[config.mk]
export PLATFORM = sky130hd
export DESIGN_NAME = cmsdk_debug_tester_ctrl
export DESIGN_NICKNAME = d
export VERILOG_FILES = /design/src/rtl/cmsdk_dbgctrl_pkg.sv /design/src/rtl/cmsdk_dbgctrl_timer.sv /design/src/rtl/cmsdk_debug_tester_ctrl.sv
export SDC_FILE = /design/constraint.sdc
export NUM_CORES = 1
export LEC_CHECK = 0
export ABC_CLOCK_PERIOD_IN_PS = 2800
export CAP_MARGIN = 20
export CORE_MARGIN = 1
export CORE_UTILIZATION = 45
export CTS_CLUSTER_DIAMETER = 120
export DETAILED_ROUTE_END_ITERATION = 10
export GPL_ROUTABILITY_DRIVEN = 0
export MAX_ROUTING_LAYER = met4
export PLACE_DENSITY_LB_ADDON = 0.12
export SYNTH_ARGS = -nofsm -noshare
export SYNTH_HDL_FRONTEND = slang
export SYNTH_SLANG_ARGS = --single-unit
[constraint.sdc]
create_clock -name CLK -period 2.8 [get_ports CLK]
set_clock_uncertainty 0.1 [all_clocks]
set_input_delay 0.56 -clock CLK [delete_from_list [all_inputs] [get_ports CLK]]
set_output_delay 0.56 -clock CLK [all_outputs]
set_load 0.03 [all_outputs]
[src/rtl/cmsdk_dbgctrl_pkg.sv]
// Shared constants and state encoding for the debug tester controller.
// Holds the escape/opcode bytes, the FSM state enum and the "no command" value.
package cmsdk_dbgctrl_pkg;

    localparam logic [7:0] ESC    = 8'h1B;
    localparam logic [7:0] OP_EN  = 8'h11;
    localparam logic [7:0] OP_DIS = 8'h12;
    localparam logic [7:0] OP_RUN = 8'h13;

    localparam logic [5:0] CMD_NONE = 6'd0;

    typedef enum logic [2:0] {
        ST_IDLE,
        ST_ESC,
        ST_ARG,
        ST_ISSUE,
        ST_WAIT_START,
        ST_WAIT_END,
        ST_REPORT
    } dbg_state_e;

    // Only the byte-decoding states count as idle from the bench's point of view.
    function automatic logic isBusy(input dbg_state_e s);
        return !((s == ST_IDLE) || (s == ST_ESC));
    endfunction

endpackage

[src/rtl/cmsdk_dbgctrl_timer.sv]
// Wait-state timeout counter for the debug tester controller.
// Clears on request, counts while enabled, saturates at TIMEOUT_CYC.
module cmsdk_dbgctrl_timer
    import cmsdk_dbgctrl_pkg::*;
#(
    parameter int TIMEOUT_CYC = 65536,
    parameter int CNT_W       = 17
) (
    input  logic clk,
    input  logic rst_n,
    input  logic clear_i,
    input  logic inc_i,
    output logic expire_o
);

    logic [CNT_W-1:0] count_q;
    logic [CNT_W-1:0] count_d;

    always_comb begin
        count_d = count_q;
        if (clear_i) begin
            count_d = '0;
        end else if (inc_i && (count_q != CNT_W'(TIMEOUT_CYC))) begin
            count_d = count_q + 1'b1;
        end
    end

    always_ff @(posedge clk or negedge rst_n) begin
        if (!rst_n) begin
            count_q <= '0;
        end else begin
            count_q <= count_d;
        end
    end

    // Expiry fires in the last allowed wait cycle so the FSM can leave on that edge.
    assign expire_o = inc_i && (count_q == CNT_W'(TIMEOUT_CYC - 1));

endmodule

[src/rtl/cmsdk_debug_tester_ctrl.sv]
// Sequences the MCU debug tester from ESC-prefixed bytes on the StdOut UART stream.
// Optional wait-state timeout is built when CMSDK_DBGCTRL_TIMEOUT_EN is defined.
module cmsdk_debug_tester_ctrl
    import cmsdk_dbgctrl_pkg::*;
#(
    parameter int TIMEOUT_CYC = 65536,
    parameter int CNT_W       = 17
) (
    input  logic       CLK,
    input  logic       RESETn,
    input  logic [7:0] RX_DATA,
    input  logic       RX_VALID,
    input  logic       DEBUG_RUNNING,
    input  logic       DEBUG_ERR,
    output logic       DEBUG_TESTER_ENABLE,
    output logic [5:0] DEBUG_COMMAND,
    output logic       CMD_DONE,
    output logic       CMD_FAIL,
    output logic       CMD_TIMEOUT,
    output logic       BUSY
);

    dbg_state_e state_q, state_d;

    logic       enable_q,  enable_d;
    logic [5:0] cmd_q,     cmd_d;
    logic [5:0] arg_q,     arg_d;
    logic       failLat_q, failLat_d;
    logic       tmoLat_q,  tmoLat_d;
    logic       done_q,    done_d;
    logic       fail_q,    fail_d;
    logic       tmo_q,     tmo_d;

    logic       timerExpire;
    logic       runRejected;

`ifdef CMSDK_DBGCTRL_TIMEOUT_EN
    logic timerClear;
    logic timerInc;

    assign timerClear = (state_q == ST_ISSUE) ||
                        ((state_q == ST_WAIT_START) && DEBUG_RUNNING);
    assign timerInc   = (state_q == ST_WAIT_START) || (state_q == ST_WAIT_END);

    cmsdk_dbgctrl_timer #(
        .TIMEOUT_CYC (TIMEOUT_CYC),
        .CNT_W       (CNT_W)
    ) u_timer (
        .clk      (CLK),
        .rst_n    (RESETn),
        .clear_i  (timerClear),
        .inc_i    (timerInc),
        .expire_o (timerExpire)
    );
`else
    assign timerExpire = 1'b0;
`endif

    // A run is refused outright when there is nothing to send or no tester attached.
    assign runRejected = (RX_DATA[5:0] == CMD_NONE) || !enable_q;

    always_ff @(posedge CLK or negedge RESETn) begin
        if (!RESETn) begin
            state_q <= ST_IDLE;
        end else begin
            state_q <= state_d;
        end
    end

    always_comb begin
        state_d = state_q;
        unique case (state_q)
            ST_IDLE: begin
                if (RX_VALID && (RX_DATA == ESC)) state_d = ST_ESC;
            end
            ST_ESC: begin
                if (RX_VALID) state_d = (RX_DATA == OP_RUN) ? ST_ARG : ST_IDLE;
            end
            ST_ARG: begin
                if (RX_VALID) state_d = runRejected ? ST_REPORT : ST_ISSUE;
            end
            ST_ISSUE: begin
                state_d = ST_WAIT_START;
            end
            ST_WAIT_START: begin
                if (DEBUG_RUNNING)    state_d = ST_WAIT_END;
                else if (timerExpire) state_d = ST_REPORT;
            end
            ST_WAIT_END: begin
                if (!DEBUG_RUNNING || timerExpire) state_d = ST_REPORT;
            end
            ST_REPORT: begin
                state_d = ST_IDLE;
            end
            default: begin
                state_d = ST_IDLE;
            end
        endcase
    end

    always_comb begin
        enable_d  = enable_q;
        cmd_d     = cmd_q;
        arg_d     = arg_q;
        failLat_d = failLat_q;
        tmoLat_d  = tmoLat_q;
        done_d    = 1'b0;
        fail_d    = fail_q;
        tmo_d     = tmo_q;
        unique case (state_q)
            ST_ESC: begin
                if (RX_VALID && (RX_DATA == OP_EN))  enable_d = 1'b1;
                if (RX_VALID && (RX_DATA == OP_DIS)) enable_d = 1'b0;
            end
            ST_ARG: begin
                if (RX_VALID) begin
                    if (runRejected) begin
                        failLat_d = 1'b1;
                        tmoLat_d  = 1'b0;
                    end else begin
                        arg_d = RX_DATA[5:0];
                    end
                end
            end
            ST_ISSUE: begin
                cmd_d = arg_q;
            end
            ST_WAIT_START: begin
                if (DEBUG_RUNNING) begin
                    cmd_d = CMD_NONE;
                end else if (timerExpire) begin
                    cmd_d     = CMD_NONE;
                    failLat_d = 1'b1;
                    tmoLat_d  = 1'b1;
                end
            end
            ST_WAIT_END: begin
                if (!DEBUG_RUNNING) begin
                    failLat_d = DEBUG_ERR;
                    tmoLat_d  = 1'b0;
                end else if (timerExpire) begin
                    cmd_d     = CMD_NONE;
                    failLat_d = 1'b1;
                    tmoLat_d  = 1'b1;
                end
            end
            ST_REPORT: begin
                done_d = 1'b1;
                fail_d = failLat_q;
                tmo_d  = tmoLat_q;
            end
            default: begin
            end
        endcase
    end

    always_ff @(posedge CLK or negedge RESETn) begin
        if (!RESETn) begin
            enable_q  <= 1'b0;
            cmd_q     <= CMD_NONE;
            arg_q     <= CMD_NONE;
            failLat_q <= 1'b0;
            tmoLat_q  <= 1'b0;
            done_q    <= 1'b0;
            fail_q    <= 1'b0;
            tmo_q     <= 1'b0;
        end else begin
            enable_q  <= enable_d;
            cmd_q     <= cmd_d;
            arg_q     <= arg_d;
            failLat_q <= failLat_d;
            tmoLat_q  <= tmoLat_d;
            done_q    <= done_d;
            fail_q    <= fail_d;
            tmo_q     <= tmo_d;
        end
    end

    assign DEBUG_TESTER_ENABLE = enable_q;
    assign DEBUG_COMMAND       = cmd_q;
    assign CMD_DONE            = done_q;
    assign CMD_FAIL            = fail_q;
    assign CMD_TIMEOUT         = tmo_q;
    assign BUSY                = isBusy(state_q);

endmodule

==> run summary <==
From left edge to right edge, the die measures 49.17 um. The total setup buffers inserted after CTS was 0; the highest achievable clock rate was 414.7 MHz. For the final wirelength, the log shows 1.974 mm. For the wire length of the first global-routing pass, the log shows 3.263 mm.

The library cell contributing the largest single delay on the critical path is or4_1. From bottom edge to top edge, the die measures 49.17 um. In the routed design, unresolved DRC markers number 0. The count of buffering cells on the critical path with inverters included works out to 1. The length of the first detailed-routing pass in iterations is 4, and the area growth from synthesis to layout is 26.63%.

Number of DRC markers after the initial detailed-route iteration: 16. In the synthesized netlist, the number of instances is 95. Via count of the first global-routing pass: 733. Clock share of power: 17.6%. The worst setup path endpoint was arg_q[0]. Final critical path time including I/O delays and setup: 2.412 ns.

The share of total power in sequential cells is 48.0%. Number of inserted diodes: 0. The library cell with the largest summed area after synthesis is dfrtp_1. The worst setup path is launched from an input pin. The largest single stage delay on the critical path is 0.56 ns. Async set-reset flop share out of synthesis: 100.0%. The worst register-to-register path ends at arg_q[0]. Headroom to the max-slew limit came out at 44.36%.

The clock drives 19 sinks. The power density normalized to cell area works out to 600.7 mW/mm^2. Setup repair after global routing left no endpoint under its margin.

The tools report the worst flop-to-flop path startpoint as state_q[2]. TritonCTS built the clock tree. Data on the critical path is required at its endpoint by 2.88 ns.

The synthesized design contains 0 enable-type register cells. The die covers 0.002417 mm^2. During I/O placement, the number of pins put on the boundary was 24.

Synthesis produced a netlist with a net count of 108. The number of vias per cell after detailed routing is 5.476, and the number of nets in the final layout is 132. Max-cap violations in this run came to 0. After layout, the worst path uses 86.13% of the clock period. In this run the biggest area consumer among cell types represents 47.50% of the synthesized area. The fraction of final layout cells sized beyond drive strength 1 was 15.25%; the number of warnings reported in the yosys synthesis log was 0.

Detailed placement ended at an HPWL of 1.486 mm. In this run the worst setup path begins at RX_DATA[5]. The type of the worst min-delay path was flop to flop. In this run, CTS created clock tree buffers numbering 3. Summed over all cells, the static leakage comes to 0.0005465 uW. The most congested layer reported by global routing is met2. The number of gates given a new drive strength after cts was 0. The tools report the total of hold buffers inserted after clock tree synthesis as 0. The logic depth of the worst setup path including buffers came out at 5. The final-report setup violation count was 0. The logs give 35 for the distinct cell type count after synthesis and 2.804% for the met3 layer usage reported by global route. The highest net fanout along the worst path is 6, and the count of buffers from port buffering is 22. Tightest hold margin: 0.4256 ns. The tools report the design internal power as 494.3 uW. The run gives 794 as the routed via count.

The number of cells on the worst reg-to-reg path is 4. The logs give 0.001001 mm^2 for the post-synthesis cell area and 34.4% for the portion of total power attributed to combinational logic. The number of H-tree branching levels was 1; the final hold violation count was 0. The switching share of power works out to 35.08%. The tools report the cell chosen for the clock root as clkbuf_4.

Yosys attributes the largest share of cell area to dfrtp_1 (48%), mux2_4 (9.0%), nand2_1 (5.3%), a21oi_1 (4.5%), o22ai_1 (3.8%). Critical path start-end classification: input pin to flop. The standard-cell row count was 16; the clock-pin slew reported for the worst setup and hold paths after clock tree synthesis was 0.10 ns. The dominant synthesized flop cell was dfrtp_1. The run gives 0.83 ns as the worst-case register-to-register setup slack. Final routed wire length divided by cell count: 13.61 um. The floorplan step defined a core boundary enclosing 0.002022 mm^2. The clock network latency to the later pin of the worst-skew pair was 0.29 ns; the fraction of met2 tracks used by global routing was 27.63%. In this run the deepest clock path goes through 2 buffers.

Entering global routing, the biggest net connects 20 pins. Averaged over all synthesized cells, the footprint is 10.54 um^2. The data arrival time of the worst path is 2.49 ns. Cell family contributing the most delay on the critical path: simple AND/OR/NAND/NOR gates. The analysis attributes to net switching a power of 267.1 uW. The run gives 0.0003511 V as the peak ir drop on the vdd network.

The global router's overall resource usage was 18.21%; the actual slew at the worst max-slew pin was 0.8319 ns. The total negative slack for setup checks was 0 ns. The most numerous cell in the Yosys netlist is dfrtp_1. In the global route stage, met1 resource usage came out at 24.30%.

The run gives 0 as the number of nets with antenna violations after detailed routing. The flow ran to the end, and the final reports show no timing, DRC or antenna violations. For this configuration, the core starts out at a cell density of 49.50%. The final max-slew violation count is 0. Sum of overflow across all layers after global routing: 0. Counting instances in the post-synthesis netlist gives the leading cell types as dfrtp_1 (19), nand2_1 (14), a21oi_1 (9). The synthesized design contains 19 register bits. After synthesis, flip-flops and latches occupy 47.50% of the total area.

The endpoint type of the worst setup path is a flop. For the initial antenna violation count, the log shows 0. Walking the worst path, the cells encountered are clkdlybuf4s50_1, or4_1, o31ai_4, or3b_1, mux2_4.
-- how the worst min path moves through the flow --
stage / slack (ns) / to / from / cells after the start
global route: 0.45 / arg_q[5] / arg_q[5] / 1
floorplan: 0.16 / CMD_DONE / RESETn / 0
CTS: 0.43 / arg_q[2] / arg_q[2] / 1
detailed placement: 0.41 / arg_q[2] / arg_q[2] / 1
finish: 0.43 / arg_q[2] / arg_q[2] / 1
global placement: 0.39 / CMD_FAIL / CMD_FAIL / 1
-- worst reg2reg max path, stage by stage (launching register included) --
cell and delay (ns):
dfrtp_1 0.39, buf_4 0.19, nor3b_2 0.29, or3b_1 0.55
mux2_4 0.35
-- sequential cells by signal (all words and copies together), names as in the netlist --
signal and count:
DEBUG_TESTER_ENABLE 1, CMD_FAIL 1, DEBUG_COMMAND 6, arg_q 6, state_q 3, CMD_DONE 1
failLat_q 1
-- power by group through the flow --
stage               clock network (uW)  registers (uW)  logic, uW
floorplan                            0             402        122
global placement                     0             367        260
detailed placement                   0             370        263
CTS                                139             364        264
global route                       145             370        280
finish                             134             366        262
-- cells by family after synthesis --
family | share of synthesized area (%)
and+or+nand+nor | 18.00
AOI/OAI and AO/OA | 17.25
DFF | 47.50
buffers and inverters | 4.749
muxes | 11.25
xor gates and xnor gates | 0.8752
other | 0.3746
-- layout make-up --
type                    instances  area (um^2)
well taps                      27        33.78
clock buffers                   4        26.28
multi-input cells              67        478.0
fillers                       169        754.5
inverters                       3        11.26
repair buffers                 25        242.7
flip-flops and latches         19        475.5
-- layer usage --
metal | up-vias | share of wire [%]
met5 | - | 0
met4 | 0 | 1.2
met3 | 4 | 3.9
met2 | 22 | 45
met1 | 377 | 50
li1 | 391 | -
-- layout by cell type (no fill, tap or decap), drive strengths merged --
cell	instances
a31oi	1
o31ai	1
clkbuf	4
nand2	14
nor2	3
nor3b	2
and2	1
o41ai	1
o22ai	6
nand2b	3
xnor2	1
clkdlybuf4s50	22
conb	1
nor3	2
buf	3
inv	3
and3b	1
a211oi	3
a2bb2oi	1
or4	1
o311ai	2
nor4	1
mux2	8
or3b	1
o21ai	1
a21oi	9
or2	1
or4b	2
dfrtp	19
-- through the flow --
| stage | util, % | cell area [um^2] | instances | power [uW] | setup WS (ns) |
|---|---|---|---|---|---|
| after floorplan | - | 1001 | 95 | 524.2 | 0.6698 |
| after global placement | 61.39 | 1241 | 141 | 627.0 | 0.1325 |
| after detailed placement | 61.39 | 1241 | 141 | 633.0 | 0.07522 |
| after CTS | 62.69 | 1267 | 145 | 767.5 | 0.3893 |
| after global routing | 62.69 | 1267 | 145 | 796.2 | 0.2920 |
| final | 62.69 | 1267 | 145 | 761.4 | 0.3884 |
Note: power is estimated with default switching activity, not from simulation.
